**src/rtl/alu_writeback_pipe.sv**
```systemverilog
// alu_writeback_pipe: execute/writeback ALU pipe with RAW stall; define ALU_PIPE_FORWARD_EN to forward instead of stalling
module alu_writeback_pipe #(
    parameter int DW = 32,
    parameter int AW = 5
) (
    input  logic          clk,
    input  logic          reset,
    input  logic          in_valid,
    output logic          in_ready,
    input  logic [2:0]    in_op,
    input  logic [AW-1:0] in_sr1,
    input  logic [AW-1:0] in_sr2,
    input  logic [AW-1:0] in_dr,
    output logic [AW-1:0] sr1,
    output logic [AW-1:0] sr2,
    input  logic [DW-1:0] rdData1,
    input  logic [DW-1:0] rdData2,
    output logic [DW-1:0] wrData,
    output logic [AW-1:0] dr,
    output logic          write,
    output logic          busy
);
    logic          e_valid_q, write_q;
    logic [2:0]    e_op_q;
    logic [AW-1:0] e_dr_q, dr_q;
    logic [DW-1:0] e_a_q, e_b_q, wr_data_q, result, op_a_d, op_b_d;
    logic          accept;
    assign sr1    = in_sr1;
    assign sr2    = in_sr2;
    assign wrData = wr_data_q;
    assign dr     = dr_q;
    assign write  = write_q;
    assign busy   = e_valid_q | write_q;
    assign accept = in_valid & in_ready;
`ifdef ALU_PIPE_FORWARD_EN
    assign in_ready = 1'b1;
    assign op_a_d = (e_valid_q && in_sr1 == e_dr_q) ? result :
                    (write_q && in_sr1 == dr_q) ? wr_data_q : rdData1;
    assign op_b_d = (e_valid_q && in_sr2 == e_dr_q) ? result :
                    (write_q && in_sr2 == dr_q) ? wr_data_q : rdData2;
`else
    logic hazard;
    // W is checked too: the bank has not yet committed the value being written this cycle
    assign hazard = in_valid & ((e_valid_q & (in_sr1 == e_dr_q | in_sr2 == e_dr_q)) |
                                (write_q & (in_sr1 == dr_q | in_sr2 == dr_q)));
    assign in_ready = reset | ~hazard;
    assign op_a_d = rdData1;
    assign op_b_d = rdData2;
`endif
    always_comb begin
        case (e_op_q)
            3'd0:    result = e_a_q + e_b_q;
            3'd1:    result = e_a_q - e_b_q;
            3'd2:    result = e_a_q & e_b_q;
            3'd3:    result = e_a_q | e_b_q;
            3'd4:    result = e_a_q ^ e_b_q;
            3'd5:    result = {{(DW-1){1'b0}}, $signed(e_a_q) < $signed(e_b_q)};
            3'd6:    result = e_a_q << e_b_q[4:0];
            default: result = e_a_q >> e_b_q[4:0];
        endcase
    end
    always_ff @(posedge clk) begin
        if (reset) begin
            e_valid_q <= 1'b0;
            e_op_q    <= '0;
            e_dr_q    <= '0;
            e_a_q     <= '0;
            e_b_q     <= '0;
            write_q   <= 1'b0;
            dr_q      <= '0;
            wr_data_q <= '0;
        end else begin
            e_valid_q <= accept;
            if (accept) begin
                e_op_q <= in_op;
                e_dr_q <= in_dr;
                e_a_q  <= op_a_d;
                e_b_q  <= op_b_d;
            end
            write_q   <= e_valid_q;
            dr_q      <= e_dr_q;
            wr_data_q <= result;
        end
    end
endmodule

```
**config.mk**
```make
export PLATFORM = sky130hd
export DESIGN_NAME = alu_writeback_pipe
export DESIGN_NICKNAME = d
export VERILOG_FILES = /design/src/rtl/alu_writeback_pipe.sv
export SDC_FILE = /design/constraint.sdc
export NUM_CORES = 1
export LEC_CHECK = 0
export BUFFER_PORTS_ARGS = -buffer_cell sky130_fd_sc_hd__buf_2
export CORE_MARGIN = 5
export CORE_UTILIZATION = 25
export CTS_BUF_LIST = sky130_fd_sc_hd__clkbuf_8
export CTS_CLUSTER_SIZE = 30
export DETAILED_ROUTE_END_ITERATION = 7
export SKIP_CTS_REPAIR_TIMING = 1
export SYNTH_ARGS = -nofsm -noshare
export SYNTH_HDL_FRONTEND = slang
export SYNTH_SLANG_ARGS = --single-unit
```
**constraint.sdc**
```tcl
create_clock -name clk -period 5.95 [get_ports clk]
set_clock_uncertainty 0.05 [all_clocks]
set_input_delay 0.595 -clock clk [delete_from_list [all_inputs] [get_ports clk]]
set_output_delay 0.595 -clock clk [all_outputs]
set_load 0.1 [all_outputs]
```
==> results.yml, run 1 <==
status:
  outcome: "completed"
timing:
  fin_hold_ws_ns: 0.2935
  hold_viol_final: 0
  fin_crit_ns: 4.144
  maxClockFrequency_mhz: 241.3
  tns_ns: 0
  relSlewSlack: 0.1733
  worst_slack_ns: 1.806
  rsz0062_at_grt: "false"
  fin_crit_sh: 0.6965
  worst_slew_pin_slew_ns: 1.229
  finalSetupViolCount: 0
  finalMaxSlewViolations: 0
die:
  design.die.area_mm2: 0.05450
  row_count: 81
  io_pins: 135
  start_util: 0.2540
  die-width_um: 233.5
  die_height_um: 233.5
  core_area_mm2: 0.04915
global_route:
  grt_pass1_wl_mm: 80.50
  antenna_found_initial: 3
  grt_max_degree: 75
  grtUsageTotal: 0.1946
  grt_pass1_vias: 12340
  overflow: 0
layout:
  layout-drive-gt1-share: 0.1581
  finalNetCount: 1859
  diodes: 0
  syn2layout_area_growth_pct: 9.983
  fillers: 5392
  final_cells: 2334
  fin_area_mm2: 0.01373
power_and_ir_drop:
  power_frac_comb: 0.485
  power_density_mw_per_mm2: 197.0
  p_sw_mw: 1.337
  ir_worst_vdd_mv: 0.1396
  internal_power_mw: 1.367
  seq_power_share: 0.330
  p_leak_nw: 5.595
  clock_power_share: 0.185
  swShare: 0.4946
yosys:
  async_flop_share: 0
  synth_seq_cells: 111
  netlist_area_mm2: 0.01248
  synth-seq-area-share: 0.1780
  syn_nets: 1826
  syn_area_per_cell_um2: 7.649
  yosys_warnings: 0
  synthFlopType: "dfxtp_1"
  synth_edf_count: 0
  synth_cell_type_count: 91
  synth_cells: 1632
route:
  antenna_left: 0
  drc: 0
  finalWirelength_mm: 54.36
  vias: 12920
  top_layer: "met5"
  drt-initial-drc-count: 1819
  wl_met1_mm: 23.53
  wl_met2_mm: 23.68
  vias_per_cell: 5.534
  firstDrtPassIters: 6
  dr_wl_met3_mm: 4.879
  wl_per_cell_um: 23.29
clock_network:
  root_buffer: "clkbuf_8"
  cts_buffer_depth: 2
  clk_latency_ns: 0.48
  clkSinkCount: 111
  htreeDepth: 3
  clkTransAtPathRegs_ns: 0.13
  cts_tree: "done"
  tritoncts.num_buffers: 9
placement:
  preCtsSetupSlack_ns: 2.048
  hpwl_mm: 41.53
  gp_congestion: 0.9820
  place_area_mm2: 0.01353
  placed_cells: 2318
  port_buffers: 134
setup_path:
  slowest_stage: "dfxtp_4"
  cp_cell_sequence: "inv_1 -> ha_1 -> o21bai_1 -> a221oi_1 -> buf_4 -> nor2_1 -> o221ai_1 -> a31oi_1 -> a21oi_1 -> o31ai_1 -> xnor2_1 -> o2bb2ai_1"
  critPathLaunchType: "flop"
  slowest_delay_ns: 0.76
  worstPathArrival_ns: 4.43
  worstPathMaxFanout: 52
  end_kind: "flop"
  critPathRequiredTime_ns: 6.23
  worstSetupPathType: "reg -> reg"
hold_path:
  hold_class: "in -> reg"
job:
  cap_violations: 0
## stage by stage
stage / power (mW) / utilization
finish: 2.704 / 0.2793
detailed placement: 2.194 / 0.2753
global route: 2.858 / 0.2793
floorplan: 1.840 / -
CTS: 2.719 / 0.2793
global placement: 2.192 / 0.2753
## final timing paths
check                   startpoint               endpoint  slack (ns)  cells past startpoint
max          e_b_q[1]$_SDFFE_PP0P_  wrData[25]$_SDFF_PP0_        1.81                     12
min reg2reg   e_valid_q$_SDFF_PP0_       write$_SDFF_PP0_        0.45                      1
max reg2reg  e_b_q[1]$_SDFFE_PP0P_  wrData[25]$_SDFF_PP0_        1.81                     12
min                     rdData2[1]  e_b_q[1]$_SDFFE_PP0P_        0.29                      3
## synth_stat cells, types with 6 or more instances
cell type    n  area (um^2)
nor2_1     242        908.4
a21oi_1    139        695.7
mux2i_1    123         1231
dfxtp_1    111         2222
ha_1       107         1339
nand2_1    101        379.1
inv_1       92        345.3
o21ai_0     84        420.4
clkbuf_1    64        240.2
nor3_1      47        235.2
mux4_2      33        743.2
xnor2_1     30        262.8
nand3_1     28        140.1
buf_4       27        202.7
a31oi_1     25        156.4
o22ai_1     24        150.1
a21o_1      23        172.7
a211oi_1    22        165.2
buf_2       21        105.1
buf_1       17        63.81
o211ai_1    17        127.6
xor2_1      14        122.6
a222oi_1    13        130.1
nor2b_1     13        81.33
nor4_1      13        81.33
o21bai_1    13        97.59
o31ai_1     13        97.59
mux2_2      12        135.1
a221oi_1     9        78.83
a22oi_1      9        67.56
and3_1       8        50.05
nand2b_1     8        50.05
a221o_1      7        70.07
o21a_1       7        52.55
a211o_1      6        52.55
o221ai_1     6        52.55
o32ai_1      6        52.55
or3_1        6        37.54
## worst max-delay path: cells and delay by family (launching register included)
family	cells	cell delay, ns
AOI/OAI and AO/OA	7	2.00
xor gates and xnor gates	1	0.20
adders and majority gates	1	0.42
buffers and inverters	2	0.51
DFF	1	0.76
and+or+nand+nor	1	0.05
## cell type report
| class | count | area, um^2 | area share |
|---|---|---|---|
| Multi-Input combinational cell | 1290 | 9260 | 0.6745 |
| Clock inverter | 7 | 71.32 | 0.005195 |
| Tap cell | 664 | 830.8 | 0.06051 |
| Sequential cell | 111 | 2233 | 0.1627 |
| Clock buffer | 9 | 123.9 | 0.009022 |
| Inverter | 95 | 356.6 | 0.02597 |
| Timing Repair Buffer | 158 | 853.3 | 0.06215 |
## cell families after synthesis
group           after synthesis  synth area share
flops                       111            0.1780
mux                         168            0.1690
xor+xnor                     44           0.03087
buf+inv                     231           0.08319
fa+ha+maj                   109            0.1105
simple gates                491            0.1742
compound gates              478            0.2543
## state kept, by name (all words and copies together) (netlist names)
register / flops
e_b_q: 32
e_dr_q: 5
e_a_q: 32
e_valid_q: 1
e_op_q: 3
wrData: 32
dr: 5
write: 1
## cell usage in the layout, fill, tap and decap left out, types with 8 or more instances in the layout
cell	Yosys	routed
o21bai_1	13	13
nor2_1	242	240
o31ai_1	13	13
a211oi_1	22	22
mux4_2	33	33
a21oi_1	139	139
a31oi_1	25	25
a21o_1	23	23
nand2b_1	8	8
nor2b_1	13	13
nor4_1	13	13
xnor2_1	30	30
o22ai_1	24	24
a221oi_1	9	9
nand3_1	28	28
inv_1	92	93
clkbuf_8	0	9
a222oi_1	13	13
mux2i_1	123	123
ha_1	107	107
o21ai_0	84	84
and3_1	8	8
o211ai_1	17	17
nand2_1	101	101
a22oi_1	9	9
nor3_1	47	44
buf_2	21	133
xor2_1	14	14
buf_4	27	25
mux2_2	12	12
dfxtp_1	111	106
## power by group through the flow
stage / Combinational, mW / Sequential, mW / Clock (mW)
after global routing: 1.40 / 0.903 / 0.560
after CTS: 1.29 / 0.893 / 0.535
after detailed placement: 1.28 / 0.909 / 0
after global placement: 1.28 / 0.908 / 0
final: 1.31 / 0.894 / 0.500
after floorplan: 0.787 / 1.05 / 0
## metal layers
layer / vias to the layer above / global-route usage
li1: 5962 / -
met1: 6117 / 0.2653
met2: 707 / 0.3009
met3: 124 / 0.04303
met4: 6 / 0.07359
met5: - / 0
(Power assumes the default switching activity.)
==> run 2, diff against run 1 <==
Clock period 5.95 ns to 3.4 ns, I/O delays scaled along.
==> run 2 against run 1 <==
Compared with the run above: the run now ends with design-rule violations left; hold slack got worse by 0.24 ns; cell area increased by 7.2%; first-iteration DRC count decreased by 6.2%; wire length increased by 1.5%; combinational power increased by 98%; critical path type unchanged; largest cell class unchanged.
==> results.yml, run 2 (synthesis results as in run 1) <==
status:
  outcome: "complete, but fails checks"
  violations: "design-rule violations"
clock_network:
  htreeDepth: 3
  clkTransAtPathRegs_ns: 0.12
  tritoncts.num_buffers: 9
  clkSinkCount: 111
  cts_buffer_depth: 2
  root_buffer: "clkbuf_8"
  clk_latency_ns: 0.46
  cts_tree: "done"
power_and_ir_drop:
  ir_worst_vdd_mv: 0.1800
  p_leak_nw: 6.221
  power_density_mw_per_mm2: 330.2
global_route:
  grt_pass1_wl_mm: 82.52
  grt_max_degree: 66
  antenna_found_initial: 1
  grt_pass1_vias: 12860
  grtUsageTotal: 0.1971
  global_route.usage.met1: 0.2712
  grt_use_met3: 0.03525
  overflow: 0
  grt_busiest_layer: "met2"
  grt_util_met2: 0.3107
placement:
  port_buffers: 134
  place_area_mm2: 0.01445
  gp_congestion: 0.9840
  hpwl_mm: 43.28
setup_path:
  r2r-end: "wrData[10]$_SDFF_PP0_"
  startpoint: "e_a_q[0]$_SDFFE_PP0P_"
  worstPathMaxFanout: 7
  rr_worst_depth: 11
  critPathLaunchType: "flop"
  r2r_slack_ns: 0.05
  critPathRequiredTime_ns: 3.74
  reg2reg_from: "e_a_q[0]$_SDFFE_PP0P_"
  worstPathArrival_ns: 3.69
  worstSetupPathType: "reg -> reg"
  end_kind: "flop"
die:
  die_height_um: 233.5
  row_count: 81
  core_area_mm2: 0.04915
  die-width_um: 233.5
  io_pins: 135
  design.die.area_mm2: 0.05450
  start_util: 0.2540
timing:
  fin_hold_ws_ns: 0.05396
  finalSetupViolCount: 0
  fin_crit_ns: 3.348
  maxClockFrequency_mhz: 298.6
  tns_ns: 0
  rsz0062_at_grt: "false"
  hold_viol_final: 0
  finalMaxSlewViolations: 0
  relSlewSlack: 0.2957
  fin_crit_sh: 0.9848
  worst_slew_pin_slew_ns: 1.047
route:
  drc: 5
  firstDrtPassIters: 8
  vias: 13530
  drt-initial-drc-count: 1707
  wl_per_cell_um: 22.48
  finalWirelength_mm: 55.16
  antenna_left: 0
  vias_per_cell: 5.511
hold_path:
  hp-start: "rdData1[18]"
  holdPathEnd: "e_a_q[18]$_SDFFE_PP0P_"
  hold_class: "in -> reg"
  hold_path_depth: 3
layout:
  fin_area_mm2: 0.01472
  final_core_util: 0.2994
  layout-drive-gt1-share: 0.2207
  finalNetCount: 1979
  final_cell_mix: "242 x nor2_1, 142 x buf_4, 139 x a21oi_1"
  diodes: 0
  syn2layout_area_growth_pct: 17.88
  layout.cells.most_common: "nor2_1"
job:
  cap_violations: 0
## run 2: cell types whose count changed in the layout (fill, tap and decap cells not counted), moves of 2 or more
cell	previous run	this run
buf_12	0	3
nor3_4	2	0
nor2_2	2	0
a31oi_1	25	23
nor2_1	240	242
dfxtp_1	106	101
clkinv_4	2	0
buf_4	25	142
clkinvlp_4	0	3
nor3_2	2	4
dfxtp_2	3	8
nor4_1	13	11
clkinv_8	2	0
## run 2: layout make-up
class | instances | area (um^2)
multi-input combinational | 1290 | 9324
tap | 664 | 830.8
inverter | 95 | 356.6
sequential | 111 | 2240
fill | 5358 | 34440
clock inverter | 7 | 48.80
clock buffer | 9 | 123.9
timing repair buffer | 278 | 1792
## run 2: routing by layer
metal  vias to the layer above  routed length (um)
li1                       6204                   -
met1                      6454               24020
met2                       735               24270
met3                       130                4805
met4                         2                2058
met5                         -                  11
## run 2: through the flow
stage | power [mW] | setup WS, ns | cells
2_1_floorplan | 3.221 | -0.01881 | 1632
3_3_place_gp | 4.001 | 0.1178 | 2437
3_5_place_dp | 4.008 | 0.09640 | 2437
4_1_cts | 4.847 | 0.05957 | 2453
5_1_grt | 5.123 | 0.007239 | 2454
6_report | 4.859 | 0.05154 | 2454
## run 2: critical path, stage by stage (launching register included)
cell and delay [ns]:
dfxtp_1 0.33, buf_4 0.16, ha_2 0.22, fa_1 0.42
a21o_1 0.21, a311o_1 0.43, a31oi_1 0.36, o21ba_2 0.21
nor2_1 0.04, o32ai_1 0.53, a21oi_1 0.19, nor2_1 0.13
## run 2: power breakdown
part           switching [mW]  total (mW)  internal, mW
sequential             0.0672        1.47          1.40
clock                   0.540       0.807         0.267
combinational            1.73        2.59         0.855
total                    2.34        4.86          2.52
## run 2: worst max-delay path by stage
stage                             to  slack [ns]
2_1_floorplan  wrData[28]$_SDFF_PP0_       -0.02
3_3_place_gp    wrData[0]$_SDFF_PP0_        0.12
3_5_place_dp   wrData[31]$_SDFF_PP0_         0.1
4_1_cts         wrData[0]$_SDFF_PP0_        0.06
5_1_grt        wrData[23]$_SDFF_PP0_       0.007
6_report       wrData[10]$_SDFF_PP0_        0.05
==> run 3, diff against run 2 <==
Settings changed: ABC_AREA from default to 1, CAP_MARGIN from default to 20, CTS_CLUSTER_DIAMETER from default to 30.
==> run 3 against run 2 <==
Compared with the run above: the flow now finishes without violations; non-clock buffer count down 97; total power up 9.2%; hold slack worse by 0.040 ns; cell area up 1.9%; combinational power up 9.3%; register-to-register slack better by 0.50 ns; cell count up 32%; first-iteration DRC count up 13%; sequential cell count unchanged; critical path depth unchanged; critical path type unchanged; largest power group unchanged.
==> results.yml, run 3 <==
layout:
  syn2layout_area_growth_pct: 10.24
  finalNetCount: 2743
  layout.cells.most_common: "nand2_1"
  multi_input_area_mm2: 0.009259
  layout-drive-gt1-share: 0.08653
  final_cells: 3251
  final_cell_mix: "726 x nand2_1, 368 x inv_1, 335 x nand3_1"
  fillers: 6214
  ff_latch_area_mm2: 0.002226
placement:
  hpwl_mm: 50.52
  port_buffers: 134
  placed_cells: 3234
  gp_congestion: 1.023
yosys:
  yosysMostFrequentCell: "nand2_1"
  yosys-top-cells-count: "726 x nand2_1, 369 x inv_1, 335 x nand3_1"
  syn_area_per_cell_um2: 5.476
  synth-seq-area-share: 0.1633
  ys_top_cells_by_area: "nand2_1 20%, dfxtp_1 16%, nand3_1 12%, inv_1 10%, ha_1 9.8%"
  synth_cell_type_count: 45
  yosys_warnings: 0
  synth_edf_count: 0
  netlist_area_mm2: 0.01361
  async_flop_share: 0
  synth_top_cell_by_area: "nand2_1"
  synth_top_area_share: 0.2003
  synth_seq_cells: 111
  synth_cells: 2485
  syn_nets: 2679
  synthFlopType: "dfxtp_1"
route:
  drc: 0
  firstDrtPassIters: 8
  drt-initial-drc-count: 1926
  vias: 16350
  vias_per_cell: 5.030
  antenna_left: 0
  finalWirelength_mm: 62.28
  wl_per_cell_um: 19.16
power_and_ir_drop:
  seq_power_share: 0.291
  internal_power_mw: 2.436
  p_sw_mw: 2.872
  power_density_mw_per_mm2: 353.8
  ir_worst_vdd_mv: 0.1585
  power_frac_comb: 0.533
  fin_total_pwr_mw: 5.308
  p_leak_nw: 8.114
  swShare: 0.5411
  clock_power_share: 0.175
clock_network:
  root_buffer: "clkbuf_8"
  cts_tree: "done"
  cts_buffer_depth: 2
  tritoncts.num_buffers: 9
  htreeDepth: 3
  clk_latency_ns: 0.49
  clkTransAtPathRegs_ns: 0.14
  clkSinkCount: 111
job:
  cap_violations: 0
hold_path:
  hold_class: "in -> reg"
die:
  design.die.area_mm2: 0.05919
  core_area_mm2: 0.05392
  start_util: 0.2523
  die_height_um: 243.3
  io_pins: 135
  row_count: 85
  die-width_um: 243.3
setup_path:
  critPathRequiredTime_ns: 3.68
  worstPathArrival_ns: 3.13
  end_kind: "flop"
  worstPathMaxFanout: 6
  worstSetupPathType: "reg -> reg"
  critPathLaunchType: "flop"
global_route:
  grt_pass1_wl_mm: 92.96
  grt_max_degree: 97
  grt_pass1_vias: 15370
  grtUsageTotal: 0.2031
  antenna_found_initial: 0
  overflow: 0
status:
  outcome: "completed"
timing:
  worst_slew_pin_slew_ns: 1.059
  tns_ns: 0
  finalMaxSlewViolations: 0
  relSlewSlack: 0.2939
  rsz0062_at_grt: "false"
  maxClockFrequency_mhz: 351.5
  finalSetupViolCount: 0
  hold_viol_final: 0
  fin_crit_sh: 0.8368
  fin_crit_ns: 2.845
run 3: changes by cell type in the layout (fill, tap and decap cells not counted), moves of 26 or more:
| cell | delta |
|---|---|
| a21oi_1 | -48 |
| nand2_1 | +625 |
| nor2_1 | +56 |
| mux4_2 | -33 |
| inv_1 | +275 |
| buf_4 | -96 |
| nor3_1 | -29 |
| o21ai_0 | +32 |
| mux2i_1 | -123 |
| nand3_1 | +307 |
| xnor2_1 | -26 |
run 3: path summary, 6_finish.rpt:
kind | to | start | cells past startpoint | slack (ns)
worst max-delay path | wrData[6]$_SDFF_PP0_ | e_b_q[0]$_SDFFE_PP0P_ | 11 | 0.55
worst max register to register | wrData[6]$_SDFF_PP0_ | e_b_q[0]$_SDFFE_PP0P_ | 11 | 0.55
worst min-delay path | e_b_q[13]$_SDFFE_PP0P_ | rdData2[13] | 3 | 0.01
worst min register to register | write$_SDFF_PP0_ | e_valid_q$_SDFF_PP0_ | 2 | 0.42
run 3: power groups by stage:
stage	Clock [mW]	Combinational, mW	Sequential (mW)
finish	0.931	2.83	1.55
global route	1.01	3.08	1.56
CTS	0.959	2.77	1.55
detailed placement	0	2.76	1.57
global placement	0	2.77	1.58
floorplan	0	1.61	1.92
run 3: kinds of logic after synthesis:
logic type / synth area share
AO/OA/AOI/OAI: 0.1309
XOR/XNOR: 0.01030
adder cells (fa/ha/maj): 0.1013
buffers and inverters: 0.1570
flip-flops: 0.1633
AND/OR/NAND/NOR: 0.4371
run 3: through the flow:
stage                     hold slack [ns]  utilization  cell area (um^2)  setup slack (ns)
after floorplan                    0.3609            -             13610            0.7207
after global placement             0.3955       0.2745             14800            0.5556
after detailed placement           0.4003       0.2745             14800            0.6537
after CTS                        -0.02073       0.2782             15000            0.5883
after global routing              0.01645       0.2782             15000            0.4467
final                             0.01421       0.2782             15000            0.5550
run 3: layer usage:
metal  wire length, um  up-vias  share of wire  global-route usage
li1                  -     7990              -                   -
met2             27230      766           0.44              0.3226
met1             26310     7456           0.42              0.2693
met5                 0        -              0                   0
met4              2764        0          0.044             0.08478
met3              5984      142          0.096             0.04033
run 3: cell type report:
cell class,count,share of cell area
repair buffers,181,0.06906
inverters,375,0.09384
multi-input cells,1871,0.6172
clock inverters,7,0.005005
diodes,1,0.0001668
well taps,696,0.05805
clock buffers,9,0.008258
flip-flops and latches,111,0.1484
run 3: critical path, cell delays in order, from the launching register on:
cell and delay (ns):
dfxtp_1 0.40, ha_1 0.26, fa_1 0.47, nand3_1 0.11, nand3_1 0.29, nand2_1 0.18, nand2_1 0.14, nand2_1 0.08
nand3_1 0.07, nand3_1 0.19, nor2_1 0.06, a31oi_1 0.38
